<file path="config.mk">
export PLATFORM = sky130hd
export DESIGN_NAME = vend_ctrl_multi
export DESIGN_NICKNAME = d
export VERILOG_FILES = /design/src/rtl/vend_ctrl_multi.sv
export SDC_FILE = /design/constraint.sdc
export NUM_CORES = 1
export LEC_CHECK = 0
export BUFFER_PORTS_ARGS = -buffer_cell sky130_fd_sc_hd__buf_2
export CORE_UTILIZATION = 45
export CTS_BUF_LIST = sky130_fd_sc_hd__clkbuf_16
export CTS_CLUSTER_DIAMETER = 100
export DETAILED_ROUTE_END_ITERATION = 16
export GPL_TIMING_DRIVEN = 1
export PLACE_DENSITY_LB_ADDON = 0.05
export SYNTH_ARGS = -nofsm -noshare
export SYNTH_HDL_FRONTEND = slang
export SYNTH_SLANG_ARGS = --single-unit
</file>
<file path="constraint.sdc">
create_clock -name clock -period 2.5 [get_ports clock]
set_input_delay 0.125 -clock clock [delete_from_list [all_inputs] [get_ports clock]]
set_output_delay 0.125 -clock clock [all_outputs]
set_load 0.005 [all_outputs]
</file>
<file path="src/rtl/vend_ctrl_multi.sv">
// Multi-product vending controller: coin credit, priced selection, greedy change out.
// All outputs registered (1-cycle decision latency); coins during VEND/CHANGE are rejected.
module vend_ctrl_multi #(
  parameter int NUM_ITEMS  = 4,
  parameter int CREDIT_W   = 6,
  parameter int MAX_CREDIT = 40,
  parameter int SEL_W      = $clog2(NUM_ITEMS)
) (
  input  logic                          clock,
  input  logic                          reset,
  input  logic [2:0]                    coin,
  input  logic [NUM_ITEMS*CREDIT_W-1:0] price,
  input  logic [NUM_ITEMS-1:0]          stock_empty,
  input  logic [SEL_W-1:0]              select,
  input  logic                          select_valid,
  input  logic                          cancel,
  output logic                          vend,
  output logic [SEL_W-1:0]              vend_item,
  output logic [2:0]                    change,
  output logic [CREDIT_W-1:0]           credit,
  output logic [1:0]                    state,
  output logic                          coin_reject,
  output logic                          sel_error
);

  localparam logic [1:0] S_IDLE    = 2'd0;
  localparam logic [1:0] S_COLLECT = 2'd1;
  localparam logic [1:0] S_VEND    = 2'd2;
  localparam logic [1:0] S_CHANGE  = 2'd3;

  localparam logic [CREDIT_W:0] MAX_C = (CREDIT_W+1)'(MAX_CREDIT);

  // Coin codes 1..5 are numerically equal to their value in nickel units.
  function automatic logic [2:0] pick_coin(input logic [CREDIT_W-1:0] c);
    if (c >= CREDIT_W'(5))      return 3'd5;
    else if (c >= CREDIT_W'(2)) return 3'd2;
    else if (c != '0)           return 3'd1;
    else                        return 3'd0;
  endfunction

  logic [1:0]          state_n;
  logic [CREDIT_W-1:0] credit_n;
  logic                vend_n;
  logic [SEL_W-1:0]    item_n;
  logic [2:0]          change_n;
  logic                reject_n;
  logic                selerr_n;

  logic                coin_ok;
  logic                coin_seen;
  logic [CREDIT_W:0]   sum;
  logic [CREDIT_W-1:0] sel_price;
  logic                sel_empty;
  logic                sel_hit;
  logic [2:0]          give;
  logic [CREDIT_W-1:0] credit_left;

  always_comb begin
    coin_seen   = (coin != 3'd0);
    coin_ok     = coin_seen && (coin <= 3'd5);
    sum         = {1'b0, credit} + (CREDIT_W+1)'(coin);
    give        = pick_coin(credit);
    credit_left = credit - CREDIT_W'(give);

    sel_price = '0;
    sel_empty = 1'b1;
    sel_hit   = 1'b0;
    for (int i = 0; i < NUM_ITEMS; i++) begin
      if (select == SEL_W'(i)) begin
        sel_hit   = 1'b1;
        sel_price = price[i*CREDIT_W +: CREDIT_W];
        sel_empty = stock_empty[i];
      end
    end

    state_n  = state;
    credit_n = credit;
    vend_n   = 1'b0;
    item_n   = vend_item;
    change_n = 3'd0;
    reject_n = 1'b0;
    selerr_n = 1'b0;

    case (state)
      S_IDLE, S_COLLECT: begin
        if (cancel) begin
          reject_n = coin_seen;
          if (credit != '0) begin
            state_n  = S_CHANGE;
            change_n = give;
            credit_n = credit_left;
          end
        end else if (select_valid) begin
          reject_n = coin_seen;
          if (!sel_hit || sel_empty || (credit < sel_price)) begin
            selerr_n = 1'b1;
          end else begin
            credit_n = credit - sel_price;
            item_n   = select;
            vend_n   = 1'b1;
            state_n  = S_VEND;
          end
        end else if (coin_seen) begin
          if (coin_ok && (sum <= MAX_C)) begin
            credit_n = sum[CREDIT_W-1:0];
            state_n  = S_COLLECT;
          end else begin
            reject_n = 1'b1;
          end
        end
      end
      default: begin
        // VEND and CHANGE both pay out remaining credit; the first coin leaves on the VEND exit edge.
        reject_n = coin_seen;
        if (credit != '0) begin
          state_n  = S_CHANGE;
          change_n = give;
          credit_n = credit_left;
        end else begin
          state_n = S_IDLE;
        end
      end
    endcase
  end

  always_ff @(posedge clock) begin
    if (!reset) begin
      state       <= S_IDLE;
      credit      <= '0;
      vend        <= 1'b0;
      vend_item   <= '0;
      change      <= 3'd0;
      coin_reject <= 1'b0;
      sel_error   <= 1'b0;
    end else begin
      state       <= state_n;
      credit      <= credit_n;
      vend        <= vend_n;
      vend_item   <= item_n;
      change      <= change_n;
      coin_reject <= reject_n;
      sel_error   <= selerr_n;
    end
  end

endmodule

</file>
==> Word-level counts from Yosys, hierarchy flattened <==
Index checks and enable logic that the tools add are counted.
{ "totals": {"reg_bits": 16, "inputBits": 37, "output_inout_bits": 16, "wordCells": 82} }
{ "op_classes": {"n_addsub": 3, "order_cmp": 5, "n_eq_ne": 8, "n_mux": 40, "bitwise_logic": 5, "reduce_logical": 14} }
{ "op_table": {"columns": ["op", "count"], "rows": [
  ["6-bit two-way mux", 11],
  ["2-bit two-way mux", 9],
  ["1-bit two-way mux", 16],
  ["3-bit two-way mux", 4],
  ["4-bit inequality test, second input constant", 3],
  ["4-bit AND reduction", 2],
  ["6-bit by 3-bit adder with 7-bit output", 1],
  ["7-bit by 6-bit <= comparator with 1-bit output, second input constant", 1],
  ["6-bit by 2-bit >= comparator with 1-bit output, second input constant", 1],
  ["6-bit by 3-bit >= comparator with 1-bit output, second input constant", 1],
  ["6-bit < comparator", 1],
  ["6-bit nonzero test", 1],
  ["6-bit by 3-bit subtractor with 6-bit output", 1],
  ["6-bit subtractor", 1],
  ["1-bit NOT", 5],
  ["2-bit by 1-bit == test with 1-bit output, second input constant", 2],
  ["2-bit == test, second input constant", 2],
  ["2-bit logical NOT", 2],
  ["4-bit OR reduction", 1],
  ["3-bit <= comparator, second input constant", 1],
  ["3-bit inequality test, second input constant", 1],
  ["3-bit AND reduction", 1],
  ["3-bit nonzero test", 1],
  ["1-bit logical AND", 2],
  ["3 further kinds", 4]
]} }

==> Depth between registers and ports, before layout <==
{ "logic_depth": {"depth_word": 12, "depth_mapped": 13, "ltp_nobuf": 12} }

==> Worst setup path after synthesis <==
Ideal clock, no wire load.
{ "synth_path": {"path_kind": "input to register", "start": "input select[0]", "end": "register credit[1]", "setup_time_ns": 0.125, "arrival_time_ns": 2.533, "t_required_ns": 2.375, "setup_slack_ns": -0.158, "cell_stages": 11, "n_path_buf": 2, "path_cell_list": "buf_6 > mux4_1 > ha_1 > fa_1 > nor2b_1 > o31ai_1 > a2111o_1 > o211a_1 > buf_6 > a311oi_2 > a211oi_1"} }
{ "synth_between": {"elab_chain_cells": 10, "elab_cells_between_ends": 27, "classes_between": "add/sub: 1; order compare: 1; eq/ne: 4; mux: 16; reduce/logical: 5"} }
{ "synth_rtl": {"columns": ["item", "line_no", "source"], "rows": [
  ["start, declared", "14", "input logic [SEL_W-1:0] select,"],
  ["2-bit logical NOT", "69", "if (select == SEL_W'(i)) begin"],
  ["6-bit two-way mux or 1-bit two-way mux (tied branches) (4 in a row)", "69", null],
  ["6-bit subtractor or 1-bit logical NOT (tied branches)", "98, 95", null],
  ["6-bit two-way mux or 1-bit logical OR (tied branches)", "95", "if (!sel_hit || sel_empty || (credit < sel_price)) begin"],
  ["6-bit two-way mux or 1-bit logical OR (tied branches)", "93, 95", null],
  ["6-bit two-way mux or 4-bit inequality test (tied branches)", null, null],
  ["6-bit two-way mux or 3-bit AND reduction (tied branches)", null, null],
  ["end signal, assigned", "137", "credit <= credit_n;"],
  ["end, declared", "20", "output logic [CREDIT_W-1:0] credit,"]
]} }
Parallel ways exist; a longest one is shown, timed or not. The select of a mux whose other input is x is not followed.
A chain may end at the register's enable or synchronous reset.

==> Worst setup path in the final report <==
{ "layout_path": {"start": "register credit[0]", "end": "register credit[1]"} }
{ "layout_between": {"elab_chain_cells": 8, "elab_cells_between_ends": 23, "classes_between": "add/sub: 3; order compare: 4; eq/ne: 2; mux: 10; reduce/logical: 4"} }
{ "layout_rtl": {"columns": ["item"], "rows": [
  ["parallel branches: the longest is 8 deep, another holds 6-bit by 2-bit >= comparator with 1-bit output"]
]} }
Several ways; the timed one is not identified. The select of a mux whose other input is x is not followed.

==> results.md <==
* Status: complete, no violations
* Leading post-synthesis cells by cell area: dfxtp_1 21%, mux4_1 10%, ha_1 9.8%, a211oi_1 4.9%, nor2_1 4.9%
* Flop2flop setup slack at 0.03 ns
* CP Depth at 10
* Area Growth Syn to Fin at 44.4%
* CP Data Arrival Time at 2.59 ns
* Dpl ws at -0.164 ns
* Worst rel slew slack at 64.2%
* Initial antenna violation count at 0
* Final worst slack at 0.0327 ns
* CTS sink count at 16
* Layout cells sized above 1 at 41.4%
* Antenna violation net count after detailed routing at 0
* Yosys top cell area share at 20.9%
* Fin. Hold Viols at 0
* RSZ-0062 raised after global routing: true
* Capturing point of the worst reg2reg path: credit[1]$_SDFFE_PN0P_
* Post-synth net total at 231
* TritonRoute pass-1 iters at 7
* DR vias/cell at 5.90
* DRC violations left at 0
* Crit path required time at 2.62 ns
* Post-synth EDFFs at 0
* #FFs+latches synth at 16
* LEAKAGE at 1.06 nW
* Final #Nets at 309
* Final Power at 2.43 mW
* Gpl congestion at 0.861
* # diodes at 0
* Worst setup path category: reg2reg
* Final setup vio count at 0
* Top Ports at 53
* Root Driver: clkbuf_16
* Ys async rst share at 0%
* YS warnings at 0
* Clock-pin slew on the worst setup and hold paths at 0.05 ns
* Starting DRC count in detailed routing at 156
* Element type at the critical path start: flip-flop
* F_max at 405 MHz
* FILL cells at 243
* Seq/Total Area, Yosys at 20.9%
* Fin. max-slew vios at 0
* Critical R2R Launch: credit[0]$_SDFFE_PN0P_
* Family with the most delay on the worst path: compound AO/OA/AOI/OAI gates
* Worst setup path end: credit[1]$_SDFFE_PN0P_
* Per-cell routed wire length at 16.1 µm
* Top FF cell, synth: dfxtp_1
* Synth cell types at 45
* Period utilization at 98.7%
* Clock Tree Buf Depth at 2
* Die area at 3640 µm²
* Die W at 60.3 µm
* Peak VDD IR at 427 µV
* Grt total ovfl at 0
* Cells after Synth at 179
* Max stage delay on crit path at 0.48 ns
* Syn avg cell area at 8.55 µm²
* Pwr Density at 1100 nW/µm²
* Worst-path fanout max at 6
* Synthesized cell area at 1530 µm²
* Hold Path Class: in2reg
* Starting density of the core at 48.9%
* Slew @ Worst Pin at 0.537 ns
* H-tree Lvls at 1
* Max-cap violation count at 0
* Setup TNS at 0 ns
* Largest net degree at the start of global routing at 12
* # hold bufs at CTS at 0
* Leading area contributor after synthesis: dfxtp_1
* GRT Util Overall at 26.9%
* Clk_skew at 0.000948 ns
* Top-count cell post-synth: nor2_1
* R2R cell count at 10
* Core Area at 3130 µm²
* Buf+Inv Stages, Crit Path at 2
* CTS Buf Count at 3
* Total number of vias at 1,770
* Input/output buffers at 52
* CP Capture Type: flip-flop
* Worst-Skew Late Latency at 0.25 ns
* Most instantiated cells after synthesis: 20 x nor2_1, 16 x dfxtp_1, 13 x inv_1
* Row Count at 20
* Vias in the first global route at 1,619
* Fin crit period at 2.47 ns
* Critical path cell sequence: buf_6 > inv_4 > ha_4 > fa_2 > nor2b_4 > o31ai_4 > a2111o_1 > o211a_4 > a311oi_2 > a211oi_1
* CTS tree: done
* First-pass GRT wire length at 7250 µm
* Slowest CP cell: a2111o_1
* Critical path launch point: credit[0]$_SDFFE_PN0P_
* Post-DP HPWL at 3560 µm
* Routed wire length at 4840 µm
* Die H at 60.3 µm
## registers in the layout (all words and copies together) (netlist names)
name	cells
credit	6
change	3
state	2
vend_item	2
coin_reject	1
sel_error	1
vend	1
## cell usage in the layout, fill, tap and decap left out, types with 3 or more instances in the layout
cell / n
a21oi_1: 10
dfxtp_1: 13
clkbuf_16: 3
a211oi_1: 8
xor2_1: 3
a21o_1: 5
nor2_1: 20
buf_2: 51
o21ai_0: 7
buf_6: 3
dfxtp_2: 3
buf_4: 25
nand3_1: 4
o21a_1: 3
and3_1: 4
mux4_1: 5
o21ai_1: 3
nor3_1: 8
nand2_1: 10
inv_1: 11
ha_1: 10
## kinds of logic (layout without fill, tap and decap cells)
kind of cell	after synthesis	in the layout	synth area share (%)
buffers and inverters	21	97	6.21
AOI/OAI and AO/OA	56	57	25.8
DFF	16	16	20.9
adders and majority gates	15	15	13.7
muxes	9	9	13.1
xor gates and xnor gates	4	4	2.29
and+or+nand+nor	58	58	17.9
## stage by stage
stage	std cells	utilization [%]	area (µm²)	hold slack (ns)
finish	300	70.6	2210	0.178
global route	300	70.6	2210	0.189
CTS	296	66.6	2080	0.172
detailed placement	292	63.8	2000	0.428
global placement	292	63.8	2000	0.421
floorplan	179	-	1540	0.243
## worst min path at each step
| stage | start | end | slack, ns | depth (start not counted) |
|---|---|---|---|---|
| floorplan | reset | credit[4]$_SDFFE_PN0P_ | 0.24 | 1 |
| CTS | reset | credit[4]$_SDFFE_PN0P_ | 0.17 | 2 |
| finish | reset | credit[4]$_SDFFE_PN0P_ | 0.18 | 2 |
| detailed placement | reset | credit[4]$_SDFFE_PN0P_ | 0.43 | 2 |
| global route | reset | credit[4]$_SDFFE_PN0P_ | 0.19 | 2 |
| global placement | select[1] | vend_item[1]$_SDFFE_PN0P_ | 0.42 | 3 |
## report_power, final
| group | internal, mW | switching, mW | leakage (nW) |
|---|---|---|---|
| logic | 0.810 | 0.908 | 0.884 |
| registers | 0.335 | 0.0587 | 0.133 |
| clock network | 0.213 | 0.109 | 0.0385 |
## timing repair
action / in CTS / in global routing
pin swaps: 2 / 11
cloned: 0 / 1
setup endpoints to repair: 5 / 7
resized for setup: 2 / 24
buffers inserted: 0 / 3
## area by class of cell
| type | count | area, µm² | share of cell area, % |
|---|---|---|---|
| Multi-Input combinational cell | 143 | 1220 | 55.2 |
| Tap cell | 44 | 55.1 | 2.49 |
| Clock inverter | 1 | 3.75 | 0.170 |
| Inverter | 14 | 55.1 | 2.49 |
| Clock buffer | 3 | 75.1 | 3.40 |
| Sequential cell | 16 | 324 | 14.7 |
| Timing Repair Buffer | 79 | 477 | 21.6 |
## per-layer routing
metal  track usage, %  share of wire (%)  up-vias
met3             4.76                9.0       17
met2             48.7                 50      107
li1                 -                  -      830
met5                0                  0        -
met1             32.3                 38      816
met4             7.64                3.3        0
(Power assumes the default switching activity.)
